$ cat src/rtl/sa9_grant_scheduler_if.sv
// Leaf-side handshake bundle for sa9_grant_scheduler: request/done in, grant and watchdog status out.
// The master side is the set of leaves and the slave side is the scheduler.
interface sa9_grant_scheduler_if #(
   parameter int NUM_REQ = 5,
   parameter int ID_W    = $clog2(NUM_REQ)
);
   logic [NUM_REQ-1:0] req;
   logic [NUM_REQ-1:0] done;
   logic [NUM_REQ-1:0] grant;
   logic [ID_W-1:0]    grant_id;
   logic               busy;
   logic               timeout_pulse;
   logic [ID_W-1:0]    timeout_id;

   modport master (
      output req, done,
      input  grant, grant_id, busy, timeout_pulse, timeout_id
   );

   modport slave (
      input  req, done,
      output grant, grant_id, busy, timeout_pulse, timeout_id
   );
endinterface

$ cat src/rtl/sa9_grant_scheduler.sv
// Round-robin one-hot grant scheduler for NUM_REQ leaves sharing one resource.
// Define SA9_SCHED_WATCHDOG_EN to build the hung-grant watchdog (timeout_pulse/timeout_id).
module sa9_grant_scheduler #(
   parameter int NUM_REQ     = 5,
   parameter int ID_W        = $clog2(NUM_REQ),
   parameter int TIMEOUT_CYC = 200,
   parameter int TMR_W       = 8
) (
   input  logic                 clk,
   input  logic                 rst_n,
   sa9_grant_scheduler_if.slave sched_if
);

   localparam bit CFG_OK = (NUM_REQ >= 2) && (NUM_REQ <= 16) &&
                           (TIMEOUT_CYC >= 2) && ((64'd1 << TMR_W) > 64'(TIMEOUT_CYC));

   if (!CFG_OK) begin : g_cfg_err
      $error("sa9_grant_scheduler: illegal NUM_REQ/TIMEOUT_CYC/TMR_W combination");
   end

   typedef enum logic {
      IDLE  = 1'b0,
      GRANT = 1'b1
   } state_t;

   state_t             state_q;
   logic [ID_W-1:0]    ptr_q;
   logic [NUM_REQ-1:0] grant_q;
   logic [ID_W-1:0]    gid_q;
   logic               busy_q;

   logic [ID_W-1:0]    pick_id;
   logic               pick_vld;
   logic [NUM_REQ-1:0] pick_oh;
   logic [ID_W-1:0]    ptr_d;
   logic               done_hit;

   // Scan downward so the lowest offset from ptr_q wins without needing a break.
   always_comb begin
      int idx;
      pick_vld = 1'b0;
      pick_id  = '0;
      idx      = 0;
      for (int k = NUM_REQ - 1; k >= 0; k--) begin
         idx = int'(ptr_q) + k;
         if (idx >= NUM_REQ) idx = idx - NUM_REQ;
         if (sched_if.req[idx]) begin
            pick_vld = 1'b1;
            pick_id  = ID_W'(idx);
         end
      end
   end

   assign pick_oh  = {{(NUM_REQ-1){1'b0}}, 1'b1} << pick_id;
   assign ptr_d    = (gid_q == ID_W'(NUM_REQ - 1)) ? '0 : gid_q + 1'b1;
   assign done_hit = sched_if.done[gid_q];

`ifdef SA9_SCHED_WATCHDOG_EN
   logic [TMR_W-1:0]   tmr_q;
   logic               tpulse_q;
   logic [ID_W-1:0]    tid_q;
   logic               expire;

   assign expire = (tmr_q == TMR_W'(TIMEOUT_CYC - 1));
`endif

   always_ff @(posedge clk or negedge rst_n) begin
      if (!rst_n) begin
         state_q  <= IDLE;
         ptr_q    <= '0;
         grant_q  <= '0;
         gid_q    <= '0;
         busy_q   <= 1'b0;
`ifdef SA9_SCHED_WATCHDOG_EN
         tmr_q    <= '0;
         tpulse_q <= 1'b0;
         tid_q    <= '0;
`endif
      end else begin
`ifdef SA9_SCHED_WATCHDOG_EN
         tpulse_q <= 1'b0;
`endif
         case (state_q)
            IDLE: begin
               if (pick_vld) begin
                  state_q <= GRANT;
                  grant_q <= pick_oh;
                  gid_q   <= pick_id;
                  busy_q  <= 1'b1;
`ifdef SA9_SCHED_WATCHDOG_EN
                  tmr_q   <= '0;
`endif
               end
            end
            GRANT: begin
               // done wins over a coincident expiry, so no timeout is reported then.
               if (done_hit) begin
                  state_q <= IDLE;
                  grant_q <= '0;
                  busy_q  <= 1'b0;
                  ptr_q   <= ptr_d;
`ifdef SA9_SCHED_WATCHDOG_EN
               end else if (expire) begin
                  state_q  <= IDLE;
                  grant_q  <= '0;
                  busy_q   <= 1'b0;
                  ptr_q    <= ptr_d;
                  tpulse_q <= 1'b1;
                  tid_q    <= gid_q;
               end else begin
                  tmr_q <= tmr_q + 1'b1;
`endif
               end
            end
            default: begin
               state_q <= IDLE;
               grant_q <= '0;
               busy_q  <= 1'b0;
            end
         endcase
      end
   end

   assign sched_if.grant    = grant_q;
   assign sched_if.grant_id = gid_q;
   assign sched_if.busy     = busy_q;

`ifdef SA9_SCHED_WATCHDOG_EN
   assign sched_if.timeout_pulse = tpulse_q;
   assign sched_if.timeout_id    = tid_q;
`else
   assign sched_if.timeout_pulse = 1'b0;
   assign sched_if.timeout_id    = '0;
`endif

endmodule

$ cat src/flat_wrapper.sv
// flat-port wrapper written by rule: the top's interface ports become plain ports
module sa9_grant_scheduler_flat 
#(
   parameter int NUM_REQ     = 5,
   parameter int ID_W        = $clog2(NUM_REQ),
   parameter int TIMEOUT_CYC = 200,
   parameter int TMR_W       = 8
)
  (clk, rst_n, sched_if_req, sched_if_done, sched_if_grant, sched_if_grant_id, sched_if_busy, sched_if_timeout_pulse, sched_if_timeout_id);
  sa9_grant_scheduler_if #(.NUM_REQ(NUM_REQ), .ID_W(ID_W)) sched_if_i ();
  input  logic clk;
  input  logic rst_n;
  input wire logic [$bits(sched_if_i.req)-1:0] sched_if_req;
  input wire logic [$bits(sched_if_i.done)-1:0] sched_if_done;
  output wire logic [$bits(sched_if_i.grant)-1:0] sched_if_grant;
  output wire logic [$bits(sched_if_i.grant_id)-1:0] sched_if_grant_id;
  output wire logic [$bits(sched_if_i.busy)-1:0] sched_if_busy;
  output wire logic [$bits(sched_if_i.timeout_pulse)-1:0] sched_if_timeout_pulse;
  output wire logic [$bits(sched_if_i.timeout_id)-1:0] sched_if_timeout_id;
  assign sched_if_i.req = sched_if_req;
  assign sched_if_i.done = sched_if_done;
  assign sched_if_grant = sched_if_i.grant;
  assign sched_if_grant_id = sched_if_i.grant_id;
  assign sched_if_busy = sched_if_i.busy;
  assign sched_if_timeout_pulse = sched_if_i.timeout_pulse;
  assign sched_if_timeout_id = sched_if_i.timeout_id;
  sa9_grant_scheduler #(.NUM_REQ(NUM_REQ), .ID_W(ID_W), .TIMEOUT_CYC(TIMEOUT_CYC), .TMR_W(TMR_W)) u_core (.clk(clk), .rst_n(rst_n), .sched_if(sched_if_i));
endmodule
$ cat config.mk
export PLATFORM = sky130hd
export DESIGN_NAME = sa9_grant_scheduler_flat
export DESIGN_NICKNAME = d
export VERILOG_FILES = /design/src/rtl/sa9_grant_scheduler_if.sv /design/src/rtl/sa9_grant_scheduler.sv /design/src/flat_wrapper.sv
export SDC_FILE = /design/constraint.sdc
export NUM_CORES = 1
export LEC_CHECK = 0
export CAP_MARGIN = 20
export CELL_PAD_IN_SITES_DETAIL_PLACEMENT = 0
export CELL_PAD_IN_SITES_GLOBAL_PLACEMENT = 2
export CORE_AREA = 5 5 85 87
export CTS_CLUSTER_DIAMETER = 50
export CTS_CLUSTER_SIZE = 40
export DETAILED_ROUTE_END_ITERATION = 7
export DIE_AREA = 0 0 90 92
export GPL_TIMING_DRIVEN = 0
export PLACE_DENSITY_LB_ADDON = 0.1
export REMOVE_ABC_BUFFERS = 1
export SYNTH_ARGS = -nofsm -noshare
export SYNTH_HDL_FRONTEND = slang
export SYNTH_SLANG_ARGS = --single-unit
$ cat constraint.sdc
create_clock -name clk -period 4.62 [get_ports clk]
set_input_delay 0.924 -clock clk [delete_from_list [all_inputs] [get_ports clk]]
set_output_delay 0.924 -clock clk [all_outputs]
set_load 0.005 [all_outputs]
==> impl_metrics.toml, run 1 <==
[outcome]
status = "finished clean"

[cts]
cts_hold_buf = 0
cts_made_buffers = 3
postCtsSetupBuffers = 0
clock_sinks = 13
clock_latency_ns = 0.24
cts_tree = "done"
root_buffer = "clkbuf_8"
htree_levels = 1
cts_buffer_depth = 2
clkTransAtPathRegs_ns = 0.05

[worst_setup_path]
rrSetupSlack_ns = 0.42
r2r-start = "u_core.ptr_q[0]"
r2r_cells = 10
worstPathRequired_ns = 4.76
worstPathArrival_ns = 4.34
cpMostUsedCell = "a31oi_2"
path_buf_inv = 1
cp_cell_sequence = "clkinvlp_4, ha_2, ha_1, a21boi_4, mux2_4, a211oi_4, a31oi_2, a31oi_2, o21ai_0, o32ai_1"
critPathCaptureType = "flop"
reg2reg_to = "u_core.sched_if.grant[1]"
cpPeakStageDelay_ns = 0.66
cpMaxStageDelayCell = "dfrtp_4"
worstPathMaxFanout = 30
start_kind = "flop"
worstSetupPathType = "flop to flop"
path_delay_family = "compound AO/OA/AOI/OAI gates"

[logic_synthesis]
netlist_instances = 246
avgSynthCellArea_sq_um = 7.74
synth-seq-cells = 13
synthDistinctLibCells = 60
synth_top_area_share_pct = 17.1
synth_area_leaders = "dfrtp_1 (17%), ha_1 (8.5%), nor2_1 (4.5%)"
seq_area_frac_synth_pct = 17.1
synth_ff_type = "dfrtp_1"
yosysWarningCount = 0
yosysMostFrequentCell = "nor2_1"
synth_edf_count = 0
synth_area_leader_cell = "dfrtp_1"
synth_common_cells = "nor2_1 (23), nand2_1 (21), a21oi_1 (15), inv_1 (15)"
syn_area_sq_mm = 0.00190
synthArstFlopShare_pct = 100

[detailed_routing]
ant_nets = 0
drcViolationCount = 0
wl_per_cell_um = 16.5
vias = 1777
dr.first_iter.drc_count = 62
vias_per_cell = 5.38
drtPass1Iterations = 4
finalWirelength_um = 5440

[grt]
grt.met2_usage_pct = 21.6
grt_pass1_wl_um = 9210
grt_pass1_vias = 1748
antenna_found_initial = 0
use_met1_pct = 19.5
gr-total-overflow = 0
busiest_layer = "met2"
use_met3_pct = 1.72
grt_use_total_pct = 13.3
grt_max_degree = 31

[floorplanning]
io_pins = 25
start_util_pct = 30.3
die_area_sq_mm = 0.00828
rows = 29
die_w_um = 90
coreArea_sq_mm = 0.00628
die_y_um = 92

[worst_hold_path]
min-delay-start = "u_core.sched_if.grant[2]"
hold_path_class = "flop to flop"
holdPathEnd = "u_core.sched_if.grant[2]"
min_path_cells = 1

[timing]
skew_ns = 0.000704
relSlewSlack_pct = 60.2
tightest_slew_ns = 0.595
fin_crit_ns = 4.20
min_period_over_period_pct = 90.9
drv_slew = 0
hold_viol_final = 0
rsz0062_at_grt = "false"
holdWs_ns = 0.493
fin_tns_setup_ns = 0
setup_violations = 0
fmax_mhz = 238

[placement]
dp_hpwl_um = 4180
gp_congestion = 0.789
port_buffers = 20

[finish]
antennaDiodeCount = 0
finish.net_count = 280
final_util_pct = 34.3
syn2layout_area_growth_pct = 13.1
drive_above_1_share_pct = 8.30

[flow_run]
drv_cap = 0
[timing repair]
action,CTS,global route
cloned,0,0
resized for setup,2,3
endpoints found under the hold margin,0,0
endpoints found under the setup margin,9,3
[flip-flops by register name, summed over array words and instances, names as in the netlist]
name and flops:
u_core.sched_if.busy 1, u_core.state_q 1, u_core.ptr_q 3, u_core.sched_if.grant 5
u_core.sched_if.grant_id 3
[worst register-to-register path: stages, from the launching register on]
cell,delay [ns]
dfrtp_4,0.66
clkinvlp_4,0.44
ha_2,0.35
ha_1,0.40
a21boi_4,0.33
mux2_4,0.35
a211oi_4,0.29
a31oi_2,0.19
a31oi_2,0.49
o21ai_0,0.30
o32ai_1,0.31
[layout by cell type, fill, tap and decap left out, types with 2 or more instances in the layout]
master and count:
mux4_2 2, a41oi_1 2, nor3b_1 4, ha_1 12, nand2b_1 8, nor2b_1 6, nand2_1 21, a31oi_1 3
nand3_1 9, a32o_1 2, a311oi_1 2, nand4_1 4, inv_1 14, nor3_1 8, and3_1 4, a21oi_1 15
o2111ai_1 2, dfrtp_1 12, conb_1 4, o22ai_1 4, a211oi_1 3, a31oi_2 2, nor2_1 23, clkdlybuf4s50_1 20
o21bai_1 3, clkbuf_8 3, or2_2 2, mux2i_1 7, a21oi_2 2, o21ai_0 10, or3_1 4, xnor2_1 6
[logic make-up (layout without fill, tap and decap cells)]
logic type | Yosys count | after routing | share of synthesized area, %
adders and majority gates | 14 | 14 | 9.60
other | 1 | 4 | 0.197
muxes | 11 | 11 | 7.43
AOI/OAI and AO/OA | 67 | 67 | 27.2
xor gates and xnor gates | 7 | 7 | 3.22
buffers and inverters | 35 | 39 | 9.27
and+or+nand+nor | 98 | 98 | 26.0
DFF | 13 | 13 | 17.1
[metrics by stage]
step	cell area [sq um]	cells	setup WS, ns
4_1_cts	2140	330	0.156
2_1_floorplan	1790	229	0.491
3_3_place_gp	2090	326	-0.782
6_report	2150	330	0.420
5_1_grt	2150	330	0.00874
3_5_place_dp	2090	326	-0.683
[routing by layer]
metal  vias up  part of all wire (%)
li1        906                     -
met1       845                    51
met2        26                    45
met3         0                   3.8
met4         0                     0
met5         -                     0
[final cells by class]
cell class | instances | area (sq um)
fillers | 691 | 4120
repair buffers | 20 | 200
well taps | 77 | 96.3
inverters | 15 | 60.1
flip-flops and latches | 13 | 329
clock inverters | 1 | 5.00
multi-input cells | 201 | 1420
clock buffers | 3 | 41.3
[worst max-delay path by stage]
| stage | from | endpoint | cells after the start |
|---|---|---|---|
| finish | u_core.ptr_q[0] | u_core.sched_if.grant[1] | 10 |
| global route | u_core.ptr_q[0] | u_core.sched_if.grant[1] | 11 |
| CTS | u_core.ptr_q[0] | u_core.sched_if.grant[1] | 10 |
| detailed placement | u_core.ptr_q[0] | u_core.sched_if.grant[1] | 10 |
| global placement | u_core.ptr_q[0] | u_core.sched_if.grant[0] | 10 |
| floorplan | u_core.ptr_q[0] | u_core.sched_if.grant[1] | 10 |
Power of run 1 is left out: the tool's default activity adds up to more than one toggle a clock period on the data nets, which glitch-free logic cannot reach.
==> run 2, diff against run 1 <==
--- a/config.mk
+++ b/config.mk
@@ -9,7 +9,7 @@
 export CELL_PAD_IN_SITES_DETAIL_PLACEMENT = 0
 export CELL_PAD_IN_SITES_GLOBAL_PLACEMENT = 2
 export CORE_AREA = 5 5 85 87
-export CTS_CLUSTER_DIAMETER = 50
+export CTS_CLUSTER_DIAMETER = 30
 export CTS_CLUSTER_SIZE = 40
 export DETAILED_ROUTE_END_ITERATION = 7
 export DIE_AREA = 0 0 90 92
==> results of run 2 <==
No change in the layout: final DEF, timing and power equal those of run 1.
Power of run 2 is left out for the same reason.
==> run 3, diff against run 2 <==
--- a/config.mk
+++ b/config.mk
@@ -9,6 +9,7 @@
 export CELL_PAD_IN_SITES_DETAIL_PLACEMENT = 0
 export CELL_PAD_IN_SITES_GLOBAL_PLACEMENT = 2
 export CORE_AREA = 5 5 85 87
+export CTS_BUF_LIST = sky130_fd_sc_hd__clkbuf_16
 export CTS_CLUSTER_DIAMETER = 30
 export CTS_CLUSTER_SIZE = 40
 export DETAILED_ROUTE_END_ITERATION = 7
==> run 3 against run 2 <==
Non-clock buffer count up 2. Worst setup slack better by 0.030 ns. Critical path depth unchanged. Critical endpoint unchanged. Utilization up 0.70 points.
==> impl_metrics.toml, run 3 (synthesis results as in run 1) <==
[cts]
clock_latency_ns = 0.24
cts_made_buffers = 3
htree_levels = 1
cts_tree = "done"
clock_sinks = 13
root_buffer = "clkbuf_16"
clkTransAtPathRegs_ns = 0.04
cts_hold_buf = 0
cts_buffer_depth = 2

[floorplanning]
coreArea_sq_mm = 0.00628
io_pins = 25
start_util_pct = 30.3
die_area_sq_mm = 0.00828
die_y_um = 92
rows = 29
die_w_um = 90

[finish]
antennaDiodeCount = 0
fill_cells = 686
syn2layout_area_growth_pct = 15.5
final_cell_mix = "nor2_1 (23), nand2_1 (21), clkdlybuf4s50_1 (20), a21oi_1 (15), inv_1 (14)"
finish.net_count = 282
layout_commonest_cell = "nor2_1"
largest_register_ffs = 5
drive_above_1_share_pct = 8.63

[worst_setup_path]
path_delay_family = "compound AO/OA/AOI/OAI gates"
start_kind = "flop"
reg2reg_to = "u_core.sched_if.grant[1]"
cpMaxStageDelayCell = "dfrtp_2"
worstPathArrival_ns = 4.31
path_buf_inv = 1
r2r-start = "u_core.ptr_q[0]"
cp_cell_sequence = "clkinvlp_4, ha_1, ha_1, a21boi_4, mux2_4, a211oi_4, a31oi_2, a31oi_2, o21ai_0, o32ai_1"
rrSetupSlack_ns = 0.45
worstPathRequired_ns = 4.76
critPathCaptureType = "flop"
r2r_cells = 10
cpPeakStageDelay_ns = 0.77
worstPathMaxFanout = 30
worstSetupPathType = "flop to flop"

[placement]
port_buffers = 20
dp_hpwl_um = 4180
gp_congestion = 0.789

[timing]
fin_crit_ns = 4.17
holdWs_ns = 0.491
fmax_mhz = 240
relSlewSlack_pct = 56.0
tightest_slew_ns = 0.660
drv_slew = 0
min_period_over_period_pct = 90.3
skew_ns = 0.00269
hold_viol_final = 0
setup_violations = 0

[grt]
grt_max_degree = 31
grt_pass1_vias = 1745
grt_use_total_pct = 13.3
gr-total-overflow = 0
grt_pass1_wl_um = 9200
antenna_found_initial = 0

[detailed_routing]
wl_per_cell_um = 16.4
finalWirelength_um = 5450
drcViolationCount = 0
vias = 1776
dr.first_iter.drc_count = 72
vias_per_cell = 5.35
drtPass1Iterations = 4
ant_nets = 0

[worst_hold_path]
hold_path_class = "flop to flop"
min_path_cells = 1
holdPathEnd = "u_core.sched_if.grant[2]"
min-delay-start = "u_core.sched_if.grant[2]"

[outcome]
status = "finished clean"

[flow_run]
drv_cap = 0
## run 3: changes by cell type in the layout (fill, tap and decap cells not counted)
| cell | previous run | this run |
|---|---|---|
| buf_4 | 0 | 2 |
| clkbuf_16 | 0 | 3 |
| clkbuf_8 | 3 | 0 |
| dfrtp_2 | 0 | 1 |
| dfrtp_4 | 1 | 0 |
| ha_1 | 12 | 13 |
| ha_2 | 1 | 0 |
## run 3: per-stage QoR
step           util [%]  cell area, sq um  TNS (ns)  setup slack, ns  cells
6_report           35.0              2200         0            0.450    332
5_1_grt            35.0              2200  -0.00297         -0.00297    332
4_1_cts            34.7              2180         0            0.159    330
3_5_place_dp       33.3              2090     -3.88           -0.683    326
3_3_place_gp       33.3              2090     -4.71           -0.782    326
2_1_floorplan         -              1790         0            0.491    229
## run 3: worst max-delay path by stage
| stage | end | depth (start not counted) | start | slack [ns] |
|---|---|---|---|---|
| CTS | u_core.sched_if.grant[1] | 10 | u_core.ptr_q[0] | 0.16 |
| detailed placement | u_core.sched_if.grant[1] | 10 | u_core.ptr_q[0] | -0.68 |
| floorplan | u_core.sched_if.grant[1] | 10 | u_core.ptr_q[0] | 0.49 |
| global placement | u_core.sched_if.grant[0] | 10 | u_core.ptr_q[0] | -0.78 |
| global route | u_core.sched_if.grant[1] | 10 | u_core.ptr_q[0] | -0.003 |
| finish | u_core.sched_if.grant[1] | 10 | u_core.ptr_q[0] | 0.45 |
## run 3: final cells by class
type / count / area [sq um] / share of cell area, %
repair buffers: 22 / 215 / 9.79
clock buffers: 3 / 75.1 / 3.42
multi-input cells: 201 / 1420 / 64.6
flip-flops and latches: 13 / 327 / 14.9
well taps: 77 / 96.3 / 4.38
inverters: 15 / 60.1 / 2.73
clock inverters: 1 / 5.00 / 0.228
## run 3: per-layer routing
metal / global-route usage, % / vias up / wire length (um) / share of wire (%)
met2: 21.6 / 29 / 2430 / 45
li1: - / 912 / - / -
met3: 1.72 / 2 / 178 / 3.3
met5: 0 / - / 0 / 0
met4: 1.49 / 0 / 8 / 0.15
met1: 19.5 / 833 / 2830 / 52
## run 3: what timing repair did
action                     CTS  global route
resized for setup            2             1
gates cloned                 0             0
buffers inserted             0             2
setup endpoints to repair    9             3
Power of run 3 is left out for the same reason.
